==> src/rtl/uart_pkg.sv <==
// Shared UART definitions used by the RX and TX cores.
//   uart_rx_state_e : receive FSM state encoding
//   OVERSAMPLE_DEF  : default oversample ticks per bit
//   MID_TICK        : oversample tick index at which a bit is sampled
package uart_pkg;

  localparam int unsigned OVERSAMPLE_DEF = 16;
  localparam int unsigned MID_TICK       = OVERSAMPLE_DEF / 2 - 1;

  typedef enum logic [2:0] {
    ST_IDLE,
    ST_START,
    ST_DATA,
    ST_PARITY,
    ST_STOP
  } uart_rx_state_e;

endpackage

==> src/rtl/uart_baud_tick.sv <==
// Oversample tick generator shared by the UART RX and TX cores.
//   clk_i  : system clock
//   rst_ni : asynchronous active-low reset
//   en_i   : enable; while low the counter is held at the reload value
//   clr_i  : restart the period (counter reloaded, no tick this cycle)
//   div_i  : tick period minus 1; sampled only at reload
//   tick_o : one-cycle tick every div_i+1 clocks
module uart_baud_tick #(
  parameter int unsigned DIV_WIDTH = 16
) (
  input  logic                 clk_i,
  input  logic                 rst_ni,
  input  logic                 en_i,
  input  logic                 clr_i,
  input  logic [DIV_WIDTH-1:0] div_i,
  output logic                 tick_o
);

  logic [DIV_WIDTH-1:0] cnt_q, cnt_d;

  always_comb begin
    tick_o = 1'b0;
    cnt_d  = cnt_q;
    if (!en_i || clr_i) begin
      cnt_d = div_i;
    end else if (cnt_q == '0) begin
      tick_o = 1'b1;
      cnt_d  = div_i;
    end else begin
      cnt_d = cnt_q - 1'b1;
    end
  end

  always_ff @(posedge clk_i or negedge rst_ni) begin
    if (!rst_ni) cnt_q <= '0;
    else         cnt_q <= cnt_d;
  end

endmodule

==> src/rtl/uart_rx_core.sv <==
// UART receive engine: synchronises rx_i, oversamples it and deframes
// start/data/parity/stop, then emits exactly one outcome pulse per frame.
//   clk_i, rst_ni        : clock, asynchronous active-low reset
//   rx_i                 : serial line (asynchronous, idle high)
//   rx_en_i              : receiver enable
//   clk_div_i            : oversample tick period minus 1
//   parity_en_i/odd_i    : parity present / odd parity select
//   buf_full_i           : RX buffer full
//   wdata_o, we_o        : received byte and one-cycle write strobe
//   frame_err_o          : stop bit sampled low
//   parity_err_o         : parity mismatch
//   overrun_o            : good byte dropped, buffer full
//   busy_o               : FSM not idle
module uart_rx_core
  import uart_pkg::*;
#(
  parameter int unsigned DATA_WIDTH = 8,
  parameter int unsigned DIV_WIDTH  = 16,
  parameter int unsigned OVERSAMPLE = OVERSAMPLE_DEF
) (
  input  logic                  clk_i,
  input  logic                  rst_ni,
  input  logic                  rx_i,
  input  logic                  rx_en_i,
  input  logic [DIV_WIDTH-1:0]  clk_div_i,
  input  logic                  parity_en_i,
  input  logic                  parity_odd_i,
  input  logic                  buf_full_i,
  output logic [DATA_WIDTH-1:0] wdata_o,
  output logic                  we_o,
  output logic                  frame_err_o,
  output logic                  parity_err_o,
  output logic                  overrun_o,
  output logic                  busy_o
);

  localparam int unsigned OS_W = $clog2(OVERSAMPLE);
  localparam int unsigned BC_W = (DATA_WIDTH > 1) ? $clog2(DATA_WIDTH) : 1;
  localparam logic [OS_W-1:0] OS_MID  = OS_W'(OVERSAMPLE / 2 - 1);
  localparam logic [OS_W-1:0] OS_LAST = OS_W'(OVERSAMPLE - 1);
  localparam logic [BC_W-1:0] BC_LAST = BC_W'(DATA_WIDTH - 1);

  uart_rx_state_e        state_q, state_d;
  logic [1:0]            sync_q, sync_d;
  logic                  prev_q, prev_d;
  logic [OS_W-1:0]       os_q, os_d;
  logic [BC_W-1:0]       bc_q, bc_d;
  logic [DATA_WIDTH-1:0] shreg_q, shreg_d;
  logic                  par_q, par_d;
  logic [DATA_WIDTH-1:0] wdata_q, wdata_d;
  logic                  we_q, we_d;
  logic                  fe_q, fe_d;
  logic                  pe_q, pe_d;
  logic                  ov_q, ov_d;

  logic rx_s, fall, tick, tick_clr, mid;

  assign rx_s = sync_q[1];
  assign fall = prev_q & ~rx_s;
  assign mid  = tick && (os_q == OS_MID);

  uart_baud_tick #(.DIV_WIDTH(DIV_WIDTH)) u_tick (
    .clk_i  (clk_i),
    .rst_ni (rst_ni),
    .en_i   (rx_en_i),
    .clr_i  (tick_clr),
    .div_i  (clk_div_i),
    .tick_o (tick)
  );

  always_comb begin
    state_d  = state_q;
    sync_d   = {sync_q[0], rx_i};
    prev_d   = rx_s;
    os_d     = os_q;
    bc_d     = bc_q;
    shreg_d  = shreg_q;
    par_d    = par_q;
    wdata_d  = wdata_q;
    we_d     = 1'b0;
    fe_d     = 1'b0;
    pe_d     = 1'b0;
    ov_d     = 1'b0;
    tick_clr = 1'b0;

    if (tick) os_d = (os_q == OS_LAST) ? '0 : os_q + 1'b1;

    if (!rx_en_i) begin
      state_d = ST_IDLE;
    end else begin
      case (state_q)
        ST_IDLE: begin
          if (fall) begin
            state_d  = ST_START;
            os_d     = '0;
            tick_clr = 1'b1;
          end
        end
        ST_START: begin
          if (mid) begin
            state_d = rx_s ? ST_IDLE : ST_DATA;
            bc_d    = '0;
          end
        end
        ST_DATA: begin
          if (mid) begin
            shreg_d = {rx_s, shreg_q[DATA_WIDTH-1:1]};
            if (bc_q == BC_LAST) state_d = parity_en_i ? ST_PARITY : ST_STOP;
            else                 bc_d    = bc_q + 1'b1;
          end
        end
        ST_PARITY: begin
          if (mid) begin
            par_d   = rx_s;
            state_d = ST_STOP;
          end
        end
        ST_STOP: begin
          // Return to IDLE at mid-stop so a start edge right after the
          // stop bit's second half is still caught.
          if (mid) begin
            state_d = ST_IDLE;
            if (!rx_s) begin
              fe_d = 1'b1;
            end else if (parity_en_i && ((^shreg_q ^ par_q) != parity_odd_i)) begin
              pe_d = 1'b1;
            end else if (buf_full_i) begin
              ov_d = 1'b1;
            end else begin
              we_d    = 1'b1;
              wdata_d = shreg_q;
            end
          end
        end
        default: state_d = ST_IDLE;
      endcase
    end
  end

  always_ff @(posedge clk_i or negedge rst_ni) begin
    if (!rst_ni) begin
      state_q <= ST_IDLE;
      sync_q  <= '1;
      prev_q  <= 1'b1;
      os_q    <= '0;
      bc_q    <= '0;
      shreg_q <= '0;
      par_q   <= 1'b0;
      wdata_q <= '0;
      we_q    <= 1'b0;
      fe_q    <= 1'b0;
      pe_q    <= 1'b0;
      ov_q    <= 1'b0;
    end else begin
      state_q <= state_d;
      sync_q  <= sync_d;
      prev_q  <= prev_d;
      os_q    <= os_d;
      bc_q    <= bc_d;
      shreg_q <= shreg_d;
      par_q   <= par_d;
      wdata_q <= wdata_d;
      we_q    <= we_d;
      fe_q    <= fe_d;
      pe_q    <= pe_d;
      ov_q    <= ov_d;
    end
  end

  assign wdata_o      = wdata_q;
  assign we_o         = we_q;
  assign frame_err_o  = fe_q;
  assign parity_err_o = pe_q;
  assign overrun_o    = ov_q;
  assign busy_o       = (state_q != ST_IDLE);

endmodule
==> config.mk <==
export PLATFORM = sky130hd
export DESIGN_NAME = uart_rx_core
export DESIGN_NICKNAME = d
export VERILOG_FILES = /design/src/rtl/uart_pkg.sv /design/src/rtl/uart_baud_tick.sv /design/src/rtl/uart_rx_core.sv
export SDC_FILE = /design/constraint.sdc
export NUM_CORES = 1
export LEC_CHECK = 0
export CAP_MARGIN = 10
export CORE_AREA = 2 2 71 73
export DETAILED_ROUTE_END_ITERATION = 8
export DIE_AREA = 0 0 73 75
export GPL_TIMING_DRIVEN = 0
export PLACE_DENSITY = 0.84
export SETUP_SLACK_MARGIN = 0.2
export SYNTH_ARGS = -nofsm -noshare
export SYNTH_HDL_FRONTEND = slang
export SYNTH_SLANG_ARGS = --single-unit
==> constraint.sdc <==
create_clock -name clk_i -period 4.28 [get_ports clk_i]
set_input_delay 0.856 -clock clk_i [delete_from_list [all_inputs] [get_ports clk_i]]
set_output_delay 0.856 -clock clk_i [all_outputs]
set_load 0.01 [all_outputs]
==> flow_summary.ini <==
[clock_tree]
cts.sinks = 50
cts_max_path_buffers = 2
cts_buffers = 5
cts_hold_buffers = 0
clock-root-buffer = clkbuf_8
postCtsSetupRepairBufs = 0
cts_tree = done
worst_skew_pair.late_latency_ns = 0.31
ctsResizeCount = 0
clkSlewWorstSetupHoldPaths_ns = 0.10
htreeDepth = 2

[routing]
via_per_inst = 5.46
firstDrtPassIters = 4
antenna_left = 0
drc_errors = 0
vias = 1762
drt_wl_total_um = 4710
drtIter0Drc = 108
wire_per_inst_um = 14.6

[worst_setup_path]
cp_max_fo = 9
critPathKind = input pin to flip-flop
worstPathArrival_ns = 3.04
r2r_end = wdata_o[6]$_DFFE_PN0P_
cpLargestDelayFamily = compound AO/OA/AOI/OAI gates
cpPeakStageDelay_ns = 0.61
slowest_stage = clkdlybuf4s50_1
r2r_slack_ns = 1.89
cp_num_cells = 6
required_ns = 4.48
path_buf_inv = 1
end_kind = flip-flop
start_kind = input pin
reg2reg_from = u_tick.cnt_q[11]$_DFF_PN0_
crit_chain = clkdlybuf4s50_1 > nand4b_1 > a21oi_1 > nand4_2 > a211oi_4 > mux2_2
reg2reg_depth = 5

[placed_design]
place_ws_ns = 1.14
hpwl_um = 3290
gp_congestion = 0.813
port_buffers = 35

[timing]
slew_headroom = 0.383
fin_crit_sh = 0.663
finalHoldViolCount = 0
fin_tns_setup_ns = 0
clock_skew_ns = 0.00785
worst_slack_ns = 1.44
period_needed_ns = 2.84
slew_violations = 0
rsz0062_at_grt = false
tightest_slew_ns = 0.902
finalSetupViolCount = 0
max_freq_ghz = 0.352

[grt]
grt_usage = 0.201
antenna_found_initial = 0
grt_start_max_net_pins = 27
grt-ovfl-total = 0
grt_pass1_wl_um = 8320
grt_pass1_vias = 1853

[final_layout]
drive_above_1_share = 0.171
syn2layout_area_growth_pct = 22.0
nNetsFinal = 296
insertedDiodeCount = 0
final_common_cell = dfrtp_1
final_cell_mix = dfrtp_1 (47), clkdlybuf4s50_1 (34), nand2_1 (26)

[power]
powerDensity_nw_per_um2 = 342
seqPwrFrac = 0.510
intPower_uw = 759
p_leak_uw = 0.00134
power_frac_comb = 0.161
peakVddDrop_uv = 162
power.switching_uw = 283
swShare = 0.271
pwr-share-clk = 0.329

[hold_path]
min_delay_worst_endpoint = sync_q[1]$_DFF_PN1_
hp-class = flip-flop to flip-flop
hp-start = sync_q[0]$_DFF_PN1_
whs_path_depth = 0

[floorplan]
die_h_um = 75
start_util = 0.535
ios = 36
core_area_um2 = 4660
fp.dieW_um = 73
rows = 25
dieArea_um2 = 5480

[synthesis]
yosysWarnings = 0
synth_cells = 225
syn_area_per_cell_um2 = 11.1
synth-seq-cells = 50
synth_cell_types = 49
synth-edff-count = 0
dominantRegCellSynth = dfrtp_1
synth_fp_nets = 253
synth_seq_area_share = 0.503
syn_area_um2 = 2490
async_reset_ff_frac = 1.00

[run]
maxCapViolations = 0

[status]
status = finished, final reports clean
==> how the worst max path moves through the flow <==
stage                            start                     end  slack [ns]
after global routing           rx_en_i  wdata_o[7]$_DFFE_PN0P_        1.34
final                          rx_en_i  wdata_o[6]$_DFFE_PN0P_        1.44
after global placement          rst_ni     overrun_o$_DFF_PN0_        0.99
after detailed placement       rx_en_i  wdata_o[7]$_DFFE_PN0P_        1.14
after CTS                      rx_en_i  wdata_o[6]$_DFFE_PN0P_        1.45
after floorplan           parity_odd_i  wdata_o[0]$_DFFE_PN0P_        1.84
==> through the flow <==
stage                     utilization  area (µm²)  total power [µW]  hold WS [ns]  cells
after floorplan                     -        2490               642         0.345    225
after global placement          0.625        2910               700         0.347    314
after detailed placement        0.628        2930               707         0.350    315
after CTS                       0.653        3040              1060         0.364    323
after global routing            0.653        3040              1100         0.372    323
final                           0.653        3040              1040         0.363    323
==> registers in the layout (all words and copies together), names as in the netlist <==
register,count
u_tick.cnt_q,16
parity_err_o,1
prev_q,1
we_o,1
sync_q,2
par_q,1
os_q,4
wdata_o,8
overrun_o,1
bc_q,3
shreg_q,8
frame_err_o,1
state_q,3
==> synthesized netlist by cell type, drive strengths merged, types with 2 or more instances <==
| cell | instances | share of area |
|---|---|---|
| dfrtp | 47 | 0.47 |
| nand2 | 26 | 0.039 |
| mux2 | 18 | 0.081 |
| o21ai | 17 | 0.034 |
| nor2 | 15 | 0.026 |
| xnor2 | 15 | 0.053 |
| nor3 | 7 | 0.021 |
| xor2 | 7 | 0.025 |
| a21oi | 6 | 0.012 |
| clkbuf | 5 | 0.0075 |
| ha | 5 | 0.025 |
| inv | 5 | 0.0075 |
| nand4 | 4 | 0.013 |
| nor2b | 4 | 0.010 |
| and3 | 3 | 0.0080 |
| buf | 3 | 0.0085 |
| dfstp | 3 | 0.032 |
| mux2i | 3 | 0.012 |
| nor4 | 3 | 0.0075 |
| or3 | 3 | 0.010 |
| a22o | 2 | 0.0070 |
| and4b | 2 | 0.0080 |
| nand2b | 2 | 0.0050 |
| nand3 | 2 | 0.0060 |
| nor3b | 2 | 0.0060 |
| nor4b | 2 | 0.0070 |
==> power by group through the flow <==
stage                     logic [µW]  registers [µW]  clock network, µW
after floorplan                  108             533                  0
after global placement           162             538                  0
after detailed placement         168             539                  0
after CTS                        169             531                356
after global routing             192             536                371
final                            168             531                342
==> cell families after synthesis <==
group / Yosys count / share of synthesized area
AND/OR/NAND/NOR: 78 / 0.177
multiplexers: 21 / 0.0933
adder cells (fa/ha/maj): 5 / 0.0251
AO/OA/AOI/OAI: 35 / 0.0913
buffers and inverters: 13 / 0.0236
XOR/XNOR: 23 / 0.0863
flip-flops: 50 / 0.503
==> routing by layer <==
| metal | vias up | global-route usage | part of all wire |
|---|---|---|---|
| li1 | 873 | - | - |
| met1 | 851 | 0.253 | 0.45 |
| met2 | 29 | 0.328 | 0.50 |
| met3 | 9 | 0.0482 | 0.029 |
| met4 | 0 | 0.0926 | 0.023 |
| met5 | - | 0 | 0 |
==> area by class of cell <==
class / instances / area [µm²]
fill: 355 / 1620
sequential: 50 / 1250
multi-input combinational: 162 / 1180
timing repair buffer: 36 / 365
clock buffer: 5 / 68.8
tap: 54 / 67.6
clock inverter: 3 / 47.5
buffer: 8 / 40.0
inverter: 5 / 18.8
Power figures use the tool's default switching activity.
